**src/rtl/comm_fifo_pkg.sv**
```systemverilog
// Shared constants and types for the comm_fpga FIFO bank.
package comm_fifo_pkg;

  localparam int CHAN_W         = 7;
  localparam int BYTE_W         = 8;
  localparam int CTRL_FLUSH_BIT = 7;
  localparam int CTRL_IDX_W     = 4;

  typedef logic [BYTE_W-1:0] byte_t;

endpackage

```
**src/rtl/comm_fifo_bank_fifo_sync.sv**
```systemverilog
// First-word-fall-through byte FIFO with occupancy output and synchronous flush.
module fifo_sync
  import comm_fifo_pkg::*;
#(
  parameter int DEPTH_LOG2 = 4
) (
  input  logic                clk_in,
  input  logic                reset_in,
  input  logic                flush_in,
  input  logic                push_in,
  input  logic [BYTE_W-1:0]   data_in,
  output logic                ready_out,
  input  logic                pop_in,
  output logic [BYTE_W-1:0]   data_out,
  output logic                valid_out,
  output logic [DEPTH_LOG2:0] depth_out
);

  localparam int CAP = 1 << DEPTH_LOG2;
  localparam logic [DEPTH_LOG2:0] FULL_CNT = (DEPTH_LOG2 + 1)'(CAP);

  byte_t                 mem_q [CAP];
  logic [DEPTH_LOG2-1:0] wr_ptr_q, wr_ptr_d;
  logic [DEPTH_LOG2-1:0] rd_ptr_q, rd_ptr_d;
  logic [DEPTH_LOG2:0]   count_q, count_d;
  logic                  push_ok, pop_ok;

  assign ready_out = (count_q != FULL_CNT);
  assign valid_out = (count_q != '0);
  assign push_ok   = push_in & ready_out;
  assign pop_ok    = pop_in & valid_out;
  // Head is forced to zero when empty so stale storage never leaks out.
  assign data_out  = valid_out ? mem_q[rd_ptr_q] : '0;
  assign depth_out = count_q;

  always_comb begin
    wr_ptr_d = wr_ptr_q;
    rd_ptr_d = rd_ptr_q;
    count_d  = count_q;
    if (flush_in) begin
      wr_ptr_d = '0;
      rd_ptr_d = '0;
      count_d  = '0;
    end else begin
      if (push_ok) wr_ptr_d = wr_ptr_q + 1'b1;
      if (pop_ok)  rd_ptr_d = rd_ptr_q + 1'b1;
      case ({push_ok, pop_ok})
        2'b10:   count_d = count_q + 1'b1;
        2'b01:   count_d = count_q - 1'b1;
        default: count_d = count_q;
      endcase
    end
  end

  always_ff @(posedge clk_in or negedge reset_in) begin
    if (!reset_in) begin
      wr_ptr_q <= '0;
      rd_ptr_q <= '0;
      count_q  <= '0;
    end else begin
      wr_ptr_q <= wr_ptr_d;
      rd_ptr_q <= rd_ptr_d;
      count_q  <= count_d;
    end
  end

  always_ff @(posedge clk_in) begin
    if (push_ok && !flush_in) mem_q[wr_ptr_q] <= data_in;
  end

endmodule

```
**src/rtl/comm_fifo_bank.sv**
```systemverilog
// Bank of NUM_CHANS host<->application byte FIFO pairs on the comm_fpga channel bus.
// Define COMM_FIFO_BANK_STATUS_EN to add the depth-status and flush-control channels.
module comm_fifo_bank
  import comm_fifo_pkg::*;
#(
  parameter int NUM_CHANS   = 2,
  parameter int DEPTH_LOG2  = 4,
  parameter int BASE_CHAN   = 0,
  parameter int STATUS_CHAN = 64
) (
  input  logic                        clk_in,
  input  logic                        reset_in,
  input  logic [CHAN_W-1:0]           chanAddr_in,
  input  logic [BYTE_W-1:0]           h2fData_in,
  input  logic                        h2fValid_in,
  output logic                        h2fReady_out,
  output logic [BYTE_W-1:0]           f2hData_out,
  output logic                        f2hValid_out,
  input  logic                        f2hReady_in,
  output logic [BYTE_W*NUM_CHANS-1:0] wrData_out,
  output logic [NUM_CHANS-1:0]        wrValid_out,
  input  logic [NUM_CHANS-1:0]        wrReady_in,
  input  logic [BYTE_W*NUM_CHANS-1:0] rdData_in,
  input  logic [NUM_CHANS-1:0]        rdValid_in,
  output logic [NUM_CHANS-1:0]        rdReady_out
);

  localparam int DW = DEPTH_LOG2 + 1;

  logic                              alive_q;
  logic [31:0]                       addr_ext;
  logic [NUM_CHANS-1:0]              pair_sel;
  logic [NUM_CHANS-1:0]              wr_push, wr_not_full;
  logic [NUM_CHANS-1:0]              rd_push, rd_pop, rd_not_full, rd_valid;
  logic [NUM_CHANS-1:0]              flush;
  logic [NUM_CHANS-1:0][BYTE_W-1:0]  rd_head;
  logic [NUM_CHANS-1:0][DW-1:0]      wr_depth, rd_depth;
  logic                              h2f_fire, f2h_fire;
  logic                              stat_hit;
  logic [BYTE_W-1:0]                 stat_data;

  // Holds every ready low until the first edge after reset is released.
  always_ff @(posedge clk_in or negedge reset_in) begin
    if (!reset_in) alive_q <= 1'b0;
    else           alive_q <= 1'b1;
  end

  assign addr_ext = 32'(chanAddr_in);
  assign h2f_fire = h2fValid_in & h2fReady_out;
  assign f2h_fire = f2hValid_out & f2hReady_in;

  for (genvar gi = 0; gi < NUM_CHANS; gi++) begin : g_pair
    assign pair_sel[gi] = (addr_ext == 32'(BASE_CHAN + gi));
    assign wr_push[gi]  = h2f_fire & pair_sel[gi];
    assign rd_pop[gi]   = f2h_fire & pair_sel[gi];
    assign rd_push[gi]  = rdValid_in[gi] & alive_q;

    fifo_sync #(.DEPTH_LOG2(DEPTH_LOG2)) u_wr_fifo (
      .clk_in    (clk_in),
      .reset_in  (reset_in),
      .flush_in  (flush[gi]),
      .push_in   (wr_push[gi]),
      .data_in   (h2fData_in),
      .ready_out (wr_not_full[gi]),
      .pop_in    (wrReady_in[gi]),
      .data_out  (wrData_out[BYTE_W*gi +: BYTE_W]),
      .valid_out (wrValid_out[gi]),
      .depth_out (wr_depth[gi])
    );

    fifo_sync #(.DEPTH_LOG2(DEPTH_LOG2)) u_rd_fifo (
      .clk_in    (clk_in),
      .reset_in  (reset_in),
      .flush_in  (flush[gi]),
      .push_in   (rd_push[gi]),
      .data_in   (rdData_in[BYTE_W*gi +: BYTE_W]),
      .ready_out (rd_not_full[gi]),
      .pop_in    (rd_pop[gi]),
      .data_out  (rd_head[gi]),
      .valid_out (rd_valid[gi]),
      .depth_out (rd_depth[gi])
    );
  end

  assign rdReady_out = rd_not_full & {NUM_CHANS{alive_q}};

`ifdef COMM_FIFO_BANK_STATUS_EN
  localparam int CTRL_CHAN = STATUS_CHAN + 2 * NUM_CHANS;

  logic ctrl_hit;

  always_comb begin
    stat_hit  = 1'b0;
    stat_data = '0;
    for (int k = 0; k < NUM_CHANS; k++) begin
      if (addr_ext == 32'(STATUS_CHAN + 2 * k)) begin
        stat_hit  = 1'b1;
        stat_data = BYTE_W'(wr_depth[k]);
      end
      if (addr_ext == 32'(STATUS_CHAN + 2 * k + 1)) begin
        stat_hit  = 1'b1;
        stat_data = BYTE_W'(rd_depth[k]);
      end
    end
  end

  assign ctrl_hit = (addr_ext == 32'(CTRL_CHAN));

  // Indices at or beyond NUM_CHANS never match a generated pair, so they are dropped.
  for (genvar gi = 0; gi < NUM_CHANS; gi++) begin : g_flush
    assign flush[gi] = ctrl_hit & h2f_fire & h2fData_in[CTRL_FLUSH_BIT]
                     & (h2fData_in[CTRL_IDX_W-1:0] == CTRL_IDX_W'(gi));
  end
`else
  logic depth_unused;

  assign stat_hit     = 1'b0;
  assign stat_data    = '0;
  assign flush        = '0;
  assign depth_unused = ^{wr_depth, rd_depth};
`endif

  // Unmapped channels swallow writes and read back zero while out of reset.
  always_comb begin
    h2fReady_out = alive_q;
    f2hValid_out = alive_q;
    f2hData_out  = '0;
    if (stat_hit) f2hData_out = stat_data;
    for (int k = 0; k < NUM_CHANS; k++) begin
      if (pair_sel[k]) begin
        h2fReady_out = alive_q & wr_not_full[k];
        f2hValid_out = alive_q & rd_valid[k];
        f2hData_out  = rd_head[k];
      end
    end
    if (!alive_q) f2hData_out = '0;
  end

endmodule

```
**config.mk**
```make
export PLATFORM = sky130hd
export DESIGN_NAME = comm_fifo_bank
export DESIGN_NICKNAME = d
export VERILOG_FILES = /design/src/rtl/comm_fifo_pkg.sv /design/src/rtl/comm_fifo_bank_fifo_sync.sv /design/src/rtl/comm_fifo_bank.sv
export SDC_FILE = /design/constraint.sdc
export NUM_CORES = 1
export LEC_CHECK = 0
export ABC_AREA = 1
export CAP_MARGIN = 20
export CORE_ASPECT_RATIO = 2
export CORE_MARGIN = 4
export CORE_UTILIZATION = 40
export CTS_CLUSTER_DIAMETER = 60
export DETAILED_ROUTE_END_ITERATION = 12
export DONT_BUFFER_PORTS = 1
export SLEW_MARGIN = 0
export SYNTH_ARGS = -nofsm -noshare
export SYNTH_HDL_FRONTEND = slang
export SYNTH_SLANG_ARGS = --single-unit
```
**constraint.sdc**
```tcl
create_clock -name clk_in -period 4.9 [get_ports clk_in]
set_clock_uncertainty 0.05 [all_clocks]
set_input_delay 0.98 -clock clk_in [delete_from_list [all_inputs] [get_ports clk_in]]
set_output_delay 0.98 -clock clk_in [all_outputs]
set_load 0.005 [all_outputs]
```
==> results.toml <==
[status]
status = "finished, final reports clean"

[placement]
placedCellCount = 2953
place.gp.congestion = 0.873
dp_slack_ns = 0.778
hpwl_mm = 38.6
io_buffers = 0

[floorplanning]
ioPinCount = 69
die_h_um = 359
core_area_mm2 = 0.0610
die_area_mm2 = 0.0660
core.rowCount = 128
die_w_um = 184
start_util = 0.404

[timing]
finalSetupViolations = 0
worst_pin_slew_ns = 1.05
fin_crit_sh = 0.837
fmax_mhz = 244
setup_slack_ns = 0.801
timing_hold_violations_final = 0
final.setup.tns_ns = 0
slew_viol_final = 0
fin_crit_ns = 4.10
max_slew_margin = 0.298
rsz0062_at_grt = "no"

[worst_setup_path]
r2r-end = "g_pair[0].u_rd_fifo.depth_out[4]"
crit_required_ns = 3.87
critPathLaunchType = "flip-flop"
endpoint_kind = "primary output"
arrival_ns = 3.07
reg2reg_from = "g_pair[0].u_rd_fifo.depth_out[2]"
rrSetupSlack_ns = 1.39
path_max_fanout = 41
r2r_cells = 15
criticalPathCategory = "reg2out"

[grt]
grt_pass1_vias = 15900
track_usage = 0.174
grt_max_degree = 84
antenna_found_initial = 0
grt_pass1_wl_mm = 89.9
overflow = 0

[synth]
synthesis.instances = 2271
ys_seq_area_frac = 0.677
synth_area_mm2 = 0.0247
synth_nets = 2342
synth-seq-cells = 565
yosysWarnings = 0
synth_edf_count = 512
synth_area_per_cell_um2 = 10.9
synthFlopType = "edfxtp_1"
synthArstFlopShare = 0.0938
synth_cell_types = 39

[clock_network]
cts_setup_buffers = 0
post_cts_resized = 0
cts_max_level = 2
cts_buffers = 51
clockBufferDepth = 3
clock_latency_ns = 0.57
cts_tree = "built"
cts.sinks = 565
hold_buffers = 0
cts_root_buffer = "clkbuf_16"
clk_pin_slew_ns = 0.06

[power_and_ir_drop]
peakVddDrop_mv = 0.316
p_per_area_mw_per_mm2 = 467
leakage_nw = 10.1
p_int_w = 0.00868
power_frac_comb = 0.209
p_sw_w = 0.00389
total_power_w = 0.0126
switching_share = 0.309
seqPwrFrac = 0.463
pwr-share-clk = 0.328

[routing]
ant_nets = 0
drc = 0
detail_route.wl_per_cell_um = 19.2
first_pass_iters = 5
vias = 15900
vias_per_cell = 5.22
drt-initial-drc-count = 1046
routed_wl_mm = 58.6

[layout]
syn_to_final_growth_pct = 9.10
fin_nets = 2297
fin_cells = 3047
drive_above_1_share = 0.0560
antenna_cells = 0

[job]
maxCapViolCount = 0

[min_path]
worstHoldPathType = "in2async"
area by class of cell:
type,instances,area [µm²]
clock buffers,63,1360
clock inverters,31,359
fillers,5558,34100
inverters,201,754
multi-input cells,1391,6640
flip-flops and latches,565,16700
well taps,780,976
repair buffers,16,120
power groups by stage:
stage          Clock [W]  Combinational (W)  Sequential [W]
6_report         0.00412            0.00263         0.00582
4_1_cts          0.00420            0.00264         0.00581
3_3_place_gp           0            0.00255         0.00590
2_1_floorplan          0            0.00210         0.00574
5_1_grt          0.00440            0.00296         0.00585
3_5_place_dp           0            0.00263         0.00591
stage by stage:
| stage | hold WS, ns | instance area (µm²) | utilization |
|---|---|---|---|
| 3_3_place_gp | 0.459 | 25200 | 0.413 |
| 5_1_grt | 0.0133 | 26900 | 0.441 |
| 4_1_cts | 0.00692 | 26900 | 0.441 |
| 3_5_place_dp | 0.455 | 25200 | 0.413 |
| 2_1_floorplan | 0.417 | 24700 | - |
| 6_report | 0.0521 | 26900 | 0.441 |
worst max-delay path: stages (launching register included):
cell and delay, ns:
dfrtp_1 0.95, inv_2 0.54, nor2_1 0.19, o21ai_0 0.25, o211ai_1 0.18, nand3_1 0.13, a21oi_1 0.22
flip-flops by register name, indices dropped and copies added, names as in the netlist:
register	flops
g_pair.u_rd_fifo.mem_q	256
g_pair.u_wr_fifo.depth_out	10
alive_q	1
g_pair.u_wr_fifo.wr_ptr_q	8
g_pair.u_rd_fifo.wr_ptr_q	8
g_pair.u_wr_fifo.mem_q	256
g_pair.u_rd_fifo.depth_out	10
g_pair.u_wr_fifo.rd_ptr_q	8
g_pair.u_rd_fifo.rd_ptr_q	8
metal layers:
metal / global-route usage / vias to the layer above / wire length, µm
met5: 0 / - / 0
met4: 0.0808 / 0 / 2800
met3: 0.0239 / 124 / 2380
met2: 0.334 / 382 / 32700
met1: 0.182 / 7771 / 20800
li1: - / 7622 / -
kinds of logic (layout without fill, tap and decap cells):
kind of cell | Yosys count | in the layout | synth area share
AND/OR/NAND/NOR | 1078 | 1078 | 0.185
flip-flops | 565 | 565 | 0.677
buffers and inverters | 315 | 311 | 0.0540
AO/OA/AOI/OAI | 242 | 242 | 0.0543
XOR/XNOR | 38 | 38 | 0.0135
adder cells (fa/ha/maj) | 32 | 32 | 0.0162
other | 1 | 1 | 0.000152
cell usage in the layout, fill, tap and decap left out, types with 10 or more instances in the layout:
cell       instances
nor2_1           286
inv_2             10
o31ai_1           16
dfrtp_1           49
o21ai_0          122
inv_1            189
nand4_1           28
a21oi_1           56
nand3_1          250
nand2_1          476
o211ai_1          32
xor2_1            29
ha_1              32
edfxtp_1         512
buf_4             16
clkbuf_16         51
o21ai_1           12
synthesized netlist by cell type (12+ instances only):
library cell / n / area share
dfrtp_1: 53 / 0.054
o31ai_1: 16 / 0.0049
o211ai_1: 32 / 0.0097
buf_4: 12 / 0.0037
nand3_1: 250 / 0.051
o21ai_0: 122 / 0.025
ha_1: 32 / 0.016
o21ai_1: 12 / 0.0024
edfxtp_1: 512 / 0.62
xor2_1: 29 / 0.010
a21oi_1: 56 / 0.011
nand2_1: 476 / 0.072
buf_2: 50 / 0.010
nor2_1: 286 / 0.044
clkbuf_1: 39 / 0.0059
inv_1: 189 / 0.029
nand4_1: 28 / 0.0071
how the worst max path moves through the flow:
| stage | startpoint | endpoint | slack, ns | cells past startpoint |
|---|---|---|---|---|
| after floorplan | chanAddr_in[3] | g_pair[1].u_rd_fifo.depth_out[4] | 1.73 | 13 |
| after global routing | g_pair[0].u_wr_fifo.rd_ptr_q[1] | wrData_out[2] | 0.60 | 5 |
| after global placement | chanAddr_in[6] | g_pair[0].u_rd_fifo.depth_out[4] | 0.99 | 16 |
| after detailed placement | chanAddr_in[4] | g_pair[0].u_rd_fifo.depth_out[4] | 0.78 | 15 |
| after CTS | g_pair[1].u_wr_fifo.rd_ptr_q[1] | wrData_out[11] | 0.77 | 6 |
| final | g_pair[1].u_wr_fifo.rd_ptr_q[1] | wrData_out[11] | 0.80 | 6 |
(Power assumes the default switching activity.)
